## config.mk

```make
export PLATFORM = sky130hd
export DESIGN_NAME = regfile_mp
export DESIGN_NICKNAME = d
export VERILOG_FILES = /design/src/rtl/regfile_mp.sv
export SDC_FILE = /design/constraint.sdc
export NUM_CORES = 2
export LEC_CHECK = 0
export BUFFER_PORTS_ARGS = -buffer_cell sky130_fd_sc_hd__clkbuf_2
export CAP_MARGIN = 0
export CORE_MARGIN = 3
export CORE_UTILIZATION = 40
export CTS_BUF_LIST = sky130_fd_sc_hd__clkbuf_4 sky130_fd_sc_hd__clkbuf_8 sky130_fd_sc_hd__clkbuf_16
export DETAILED_ROUTE_END_ITERATION = 6
export SKIP_CTS_REPAIR_TIMING = 1
export SLEW_MARGIN = 40
export SYNTH_ARGS = -nofsm -noshare
export SYNTH_HDL_FRONTEND = slang
export SYNTH_SLANG_ARGS = --single-unit
export TNS_END_PERCENT = 100
```

## constraint.sdc

```tcl
create_clock -name clk -period 53.9 [get_ports clk]
set_input_delay 2.695 -clock clk [delete_from_list [all_inputs] [get_ports clk]]
set_output_delay 2.695 -clock clk [all_outputs]
set_load 0.005 [all_outputs]
```

## src/rtl/regfile_mp.sv

```systemverilog
// regfile_mp -- multi-ported register file with a per-register busy scoreboard.
//   * NRD combinational read ports, two write ports (wr1 wins on a shared address).
//   * Register 0 is hard-wired to zero and is never busy.
//   * busy_vec tracks one outstanding writer per register: an issue sets the bit,
//     and a write-back on either port clears it. If an issue and a write-back hit
//     the same register in one cycle, the issue wins.
//   * Optional build macro REGFILE_BYPASS_EN: same-cycle write data is forwarded
//     to matching read ports, and the forwarded register reads as not busy unless
//     it is being issued in that same cycle.
//   * reset is asynchronous and active-high. While it is high, every output reads
//     zero.
module regfile_mp #(
  parameter  int XLEN  = 32,
  parameter  int NREGS = 32,
  parameter  int NRD   = 2,
  localparam int AW    = $clog2(NREGS)
) (
  input  logic                clk,
  input  logic                reset,
  input  logic [NRD*AW-1:0]   rd_addr,
  output logic [NRD*XLEN-1:0] rd_data,
  output logic [NRD-1:0]      rd_busy,
  input  logic                wr0_en,
  input  logic [AW-1:0]       wr0_addr,
  input  logic [XLEN-1:0]     wr0_data,
  input  logic                wr1_en,
  input  logic [AW-1:0]       wr1_addr,
  input  logic [XLEN-1:0]     wr1_data,
  input  logic                iss_en,
  input  logic [AW-1:0]       iss_addr,
  output logic [NREGS-1:0]    busy_vec
);

  logic [XLEN-1:0]  r_regs [NREGS];
  logic [NREGS-1:0] r_busy;
  logic [NREGS-1:0] w_busy_nxt;
  logic             w_wr0_hit;
  logic             w_wr1_hit;
  logic             w_iss_hit;

  // Accesses that target register 0 are dropped here, so nothing downstream can touch it.
  assign w_wr0_hit = wr0_en && (wr0_addr != {AW{1'b0}});
  assign w_wr1_hit = wr1_en && (wr1_addr != {AW{1'b0}});
  assign w_iss_hit = iss_en && (iss_addr != {AW{1'b0}});

  // Register storage: wr1 is applied after wr0, so wr1 wins when both target the same register.
  always_ff @(posedge clk or posedge reset) begin
    if (reset) begin
      for (int i = 0; i < NREGS; i++) begin
        r_regs[i] <= {XLEN{1'b0}};
      end
    end else begin
      if (w_wr0_hit) begin
        r_regs[wr0_addr] <= wr0_data;
      end
      if (w_wr1_hit) begin
        r_regs[wr1_addr] <= wr1_data;
      end
    end
  end

  // Next scoreboard state: an issue sets the bit, a write-back clears it, and the issue wins a tie.
  for (genvar i = 0; i < NREGS; i++) begin : g_busy
    if (i == 0) begin : g_zero
      assign w_busy_nxt[i] = 1'b0;
    end else begin : g_reg
      assign w_busy_nxt[i] =
        (w_iss_hit && (iss_addr == AW'(i))) ||
        (r_busy[i] && !(w_wr0_hit && (wr0_addr == AW'(i)))
                   && !(w_wr1_hit && (wr1_addr == AW'(i))));
    end
  end

  // Scoreboard register; any same-cycle issue or write is discarded when reset asserts.
  always_ff @(posedge clk or posedge reset) begin
    if (reset) begin
      r_busy <= {NREGS{1'b0}};
    end else begin
      r_busy <= w_busy_nxt;
    end
  end

  assign busy_vec = r_busy;

  // Read ports: each port is fully independent and purely combinational.
  for (genvar k = 0; k < NRD; k++) begin : g_rd
    logic [AW-1:0]   w_addr;
    logic [XLEN-1:0] w_data;
    logic            w_busy;
    logic            w_zero;

    assign w_addr = rd_addr[k*AW +: AW];
    assign w_zero = (w_addr == {AW{1'b0}});

`ifdef REGFILE_BYPASS_EN
    // Forward same-cycle write data (wr1 over wr0); a forwarded register is busy only if it is being issued now.
    always_comb begin
      w_data = r_regs[w_addr];
      w_busy = r_busy[w_addr];
      if (w_wr1_hit && (wr1_addr == w_addr)) begin
        w_data = wr1_data;
        w_busy = w_iss_hit && (iss_addr == w_addr);
      end else if (w_wr0_hit && (wr0_addr == w_addr)) begin
        w_data = wr0_data;
        w_busy = w_iss_hit && (iss_addr == w_addr);
      end else begin
        w_data = r_regs[w_addr];
        w_busy = r_busy[w_addr];
      end
    end
`else
    assign w_data = r_regs[w_addr];
    assign w_busy = r_busy[w_addr];
`endif

    // Register 0 and the reset state both read as zero and never busy.
    assign rd_data[k*XLEN +: XLEN] = (reset || w_zero) ? {XLEN{1'b0}} : w_data;
    assign rd_busy[k]              = ~reset & ~w_zero & w_busy;
  end

endmodule

```

Yosys cells after proc, flatten, opt, wreduce, memory -nomap -nowiden
Cells that the tools add are included.
- flip-flop bits (word level): 1055
- bits of input ports: 94
- output and inout port bits: 98
- logic and storage cells: 425
- magnitude comparators: 8
- equality and inequality tests: 93
- multiplexer cells: 20
- bitwise logic cells: 11
- reductions and logical operators: 260
- operator list (kind ; count):
    $bwmux W1024 ; 2
    $mux W1024 ; 2
    $bmux W32 S5 ; 2
    $demux W32 S5 ; 2
    $mux W32 ; 8
    $eq A5 B5 Y1 const B ; 48
    $logic_and A1 B1 Y1 ; 160
    $eq A5 B4 Y1 const B ; 24
    $logic_not A1 Y1 ; 62
    $eq A5 B3 Y1 const B ; 12
    $logic_or A1 B1 Y1 ; 33
    $eq A5 B2 Y1 const B ; 6
    $ge A6 B6 Y1 const B ; 4
    $not A5 Y6 ; 4
    $eq A5 B1 Y1 const B ; 3
    $reduce_bool A5 Y1 ; 3
    $lt A5 B6 Y1 const B ; 2
    $lt A6 B1 Y1 const B ; 2
    $bmux W1 S5 ; 2
    $logic_not A5 Y1 ; 2
    $and A1 B1 Y1 ; 4
    $not A1 Y1 ; 3
    $mux W1 ; 2

Logic depth before layout (Yosys ltp)
- depth in word-level cells: 9
- depth in mapped cells: 8

Worst setup path before layout
OpenSTA, ideal clock, no wires.
- path type: input-to-output
- start point: in reset
- end point: out rd_data[59]
- data arrival time: 29.136 ns
- required time: 51.205 ns
- setup slack: 22.069 ns
- stages on the path: 3
- path buffers: 0
- cells stage by stage: inv_1 -> nand3_1 -> o221ai_1
- word-level cells in the longest chain between the ends: 2
- ends and longest elaborated chain (what ; RTL line ; text):
    start: declaration ; 19 ; input logic reset,
    $logic_or A1 B1 Y1 ; 117 ; assign rd_data[k*XLEN +: XLEN] = (reset || w_zero) ? {XLEN{1'b0}} : w_data;
    $mux W32 ; 117 ;
    end: declaration ; 21 ; output logic [NRD*XLEN-1:0] rd_data,
Every way passes these cells.

Worst setup path after layout
- start point: in rd_addr[5]
- end point: out rd_data[46]
- word-level cells in the longest chain between the ends: 5
- elaborated cells on any way between the ends: 7
- classes of those cells: mux: 4; bitwise: 1; reduce/logical: 2
- ends and longest elaborated chain (what ; RTL line ; text):
    start: declaration ; 20 ; input logic [NRD*AW-1:0] rd_addr,
    $not A5 Y6 (not written as such) ; 112 ; assign w_data = r_regs[w_addr];
    $bmux W32 S5 ; 112 ;
    $mux W32 (not written as such) (2 in a row) ; 112 ;
    $mux W32 * ; 117 ;
Mark *: on every way between the ends. The rest lies on a longest branch, timed or not. The select of a mux whose other input is x is not followed.

==> flow_summary_export.csv <==
group,metric,value,unit
run_status,status,"finished, final reports clean",
routing,ant_nets,0,
logic_synthesis,synth_edf_count,0,
clocking,clk_pin_slew,60,ps
sta,clock_skew,0,ps
power_and_ir_drop,pwr-share-clk,32.7,%
sta,worst_pin_slew,958,ps
clocking,clk_latency,760,ps
grt,grt_pass1_vias,49400,
logic_synthesis,syn_nets,6080,
worst_setup_path,cp_data_required_time,51210,ps
sta,rsz0062_at_grt,"no",
grt,grt_pass1_wl,361000,um
logic_synthesis,synth_commonest_cells,"1088 x mux2i_1, 1055 x dfrtp_1, 627 x nor2_1",
clocking,clkSinkCount,1055,
power_and_ir_drop,p_sw_share,30.4,%
logic_synthesis,synth_seq_cells,1055,
clocking,cts_tree,"done",
grt,antenna_found_initial,21,
placed_design,portBuffers,190,
routing,vias,51000,
sta,setup_viol,0,
clocking,max-clock-path-buffers,3,
power_and_ir_drop,p_int,1.88,mW
logic_synthesis,yosysMostFrequentCell,"mux2i_1",
logic_synthesis,ys_top_cells_by_area,"dfrtp_1 41%, mux4_2 18%, mux2i_1 17%",
sta,setup_tns,0,ps
cells_and_area,finalNetCount,5759,
routing,via_per_inst,6.43,
cells_and_area,ff_latch_area,0.0264,sq mm
logic_synthesis,synth_warnings,0,
cells_and_area,fillCellCount,14800,
power_and_ir_drop,fin_total_pwr,2.70,mW
logic_synthesis,ys.flop_type,"dfrtp_1",
die,rows,147,
worst_setup_path,crit_arrival,6620,ps
cells_and_area,multi_input_area,0.0360,sq mm
cells_and_area,area_delta_synth_final,10.5,%
worst_setup_path,critical_path_peak_fanout,56,
placed_design,hpwl,141000,um
logic_synthesis,synth_cell_type_count,52,
routing,drt-total-wl,248000,um
logic_synthesis,synthCells,5986,
worst_setup_path,setup.worst_path.start_class,"primary input",
routing,detail_route.first_pass.iterations,6,
flow_run,cap_viol_max_count,0,
routing,drt_iter0_markers,7099,
power_and_ir_drop,power_switching,0.822,mW
clocking,h-tree-depth,3,
routing,drc,0,
sta,finalHoldViolations,0,
sta,maxSlewHeadroom,36.1,%
grt,grt_overflow,0,
logic_synthesis,synth_area_per_cell,10.9,sq um
min_path,worstHoldPathCells,0,
die,chipHeight,409,um
logic_synthesis,yosysSeqAreaShare,40.6,%
logic_synthesis,synth_top_area_share,40.6,%
power_and_ir_drop,power.density,37.6,mW/mm^2
min_path,hold_path.class,"flop to flop",
clocking,numCtsBuffers,116,
logic_synthesis,syn_area,0.0651,sq mm
power_and_ir_drop,power_frac_comb,23.9,%
die,core_area,0.161,sq mm
sta,timing.fmax,107,MHz
sta,period_share,17.3,%
grt,grt_use_total,29.1,%
die,dieArea,0.168,sq mm
grt,grt_max_degree,116,
die,die_x,409,um
clocking,cts_root_buf,"clkbuf_16",
logic_synthesis,synthArstFlopShare,100,%
routing,avgRoutedWirePerCell,31.3,um
worst_setup_path,r2r_cells,1,
placed_design,routabilityCongestion,0.832,
power_and_ir_drop,peakVddDrop,0.0290,mV
die,num_io_pins,192,
worst_setup_path,end_kind,"output pin",
power_and_ir_drop,power.share.sequential,43.5,%
cells_and_area,drive_gt1_share,20.8,%
sta,finalMaxSlewViolations,0,
sta,post-route-min-period,9310,ps
die,start_util,40.4,%
worst_setup_path,path_class,"primary input to output pin",
power_and_ir_drop,power_leakage,31.0,nW
logic_synthesis,synth_top_cell_by_area,"dfrtp_1",
[layout make-up]
cell class / count / share of cell area (%)
clock inverter: 46 / 0.829
sequential: 1055 / 36.7
timing repair buffer: 308 / 3.45
clock buffer: 173 / 5.05
inverter: 16 / 0.101
multi-input combinational: 4168 / 50.1
antenna: 8 / 0.0278
tap: 2160 / 3.76
[logic make-up after synthesis]
family          Yosys count  synth area share, %
buf+inv                 763                 5.13
other cells               1              0.00576
simple gates           1263                 7.78
compound gates         1225                 10.5
mux                    1679                 36.1
flops                  1055                 40.6
[cell usage in the layout, fill, tap and decap left out, drive strengths merged, types with 6 or more instances in the layout]
cell      synthesis  final
bufinv            0     12
a221o            32     32
a31oi            74     74
o221ai           33     33
nand2b            9      9
clkbuf          478    358
nand3            25     25
mux2             65     65
mux4            526    526
a21oi           599    599
nor2b            11     11
clkinvlp          0      6
mux2i          1088   1088
a32o             17     17
diode             0      8
clkinv            0     26
nand4b           12     12
a22oi            32     32
nand2           528    528
inv              16     18
nor3             10     10
o21ai           399    399
o22a             33     33
buf             269    123
dfrtp          1055   1055
nor2            636    636
[worst paths after layout]
kind	slack (ps)	end	start
max	44590	rd_data[46]	rd_addr[5]
min	400	r_regs[1006]	r_regs[1006]
max reg2reg	53050	busy_vec[10]	busy_vec[10]
min reg2reg	400	r_regs[1006]	r_regs[1006]
max in group asynchronous	48120	r_regs[367]	reset
min in group asynchronous	2370	r_regs[896]	reset
[layer usage]
metal / vias up / share of wire [%] / track usage [%]
li1: 21300 / - / -
met1: 25800 / 39 / 39.4
met2: 3296 / 45 / 44.4
met3: 623 / 11 / 7.18
met4: 12 / 4.8 / 13.0
met5: - / 0.035 / 0
[sequential cells by signal (all words and copies together), names as in the netlist]
name      count
busy_vec     31
r_regs     1024
[power groups by stage]
| stage | combinational [mW] | clock (mW) | sequential [mW] |
|---|---|---|---|
| CTS | 0.643 | 0.891 | 1.17 |
| detailed placement | 0.643 | 0 | 1.18 |
| finish | 0.645 | 0.883 | 1.18 |
| global route | 0.704 | 0.925 | 1.20 |
| global placement | 0.621 | 0 | 1.17 |
| floorplan | 0.510 | 0 | 1.12 |
[worst max-delay path, cell delays in order]
cell	delay [ps]
buf_8	380
buf_12	410
buf_16	420
buf_6	560
buf_6	620
mux4_2	580
mux2i_1	170
o22a_1	190
o221ai_1	220
clkbuf_2	180
[per-stage QoR]
stage	setup WS (ps)	utilization, %	area, sq um	hold WS (ps)	cells
after floorplan	21470	-	65100	441	5986
after global placement	44110	41.4	66700	379	7673
after detailed placement	44240	42.0	67600	384	7704
after CTS	44250	44.6	71800	399	7923
after global routing	44190	44.7	71900	410	7931
final	44590	44.7	72000	399	7934
Power figures use the tool's default switching activity.
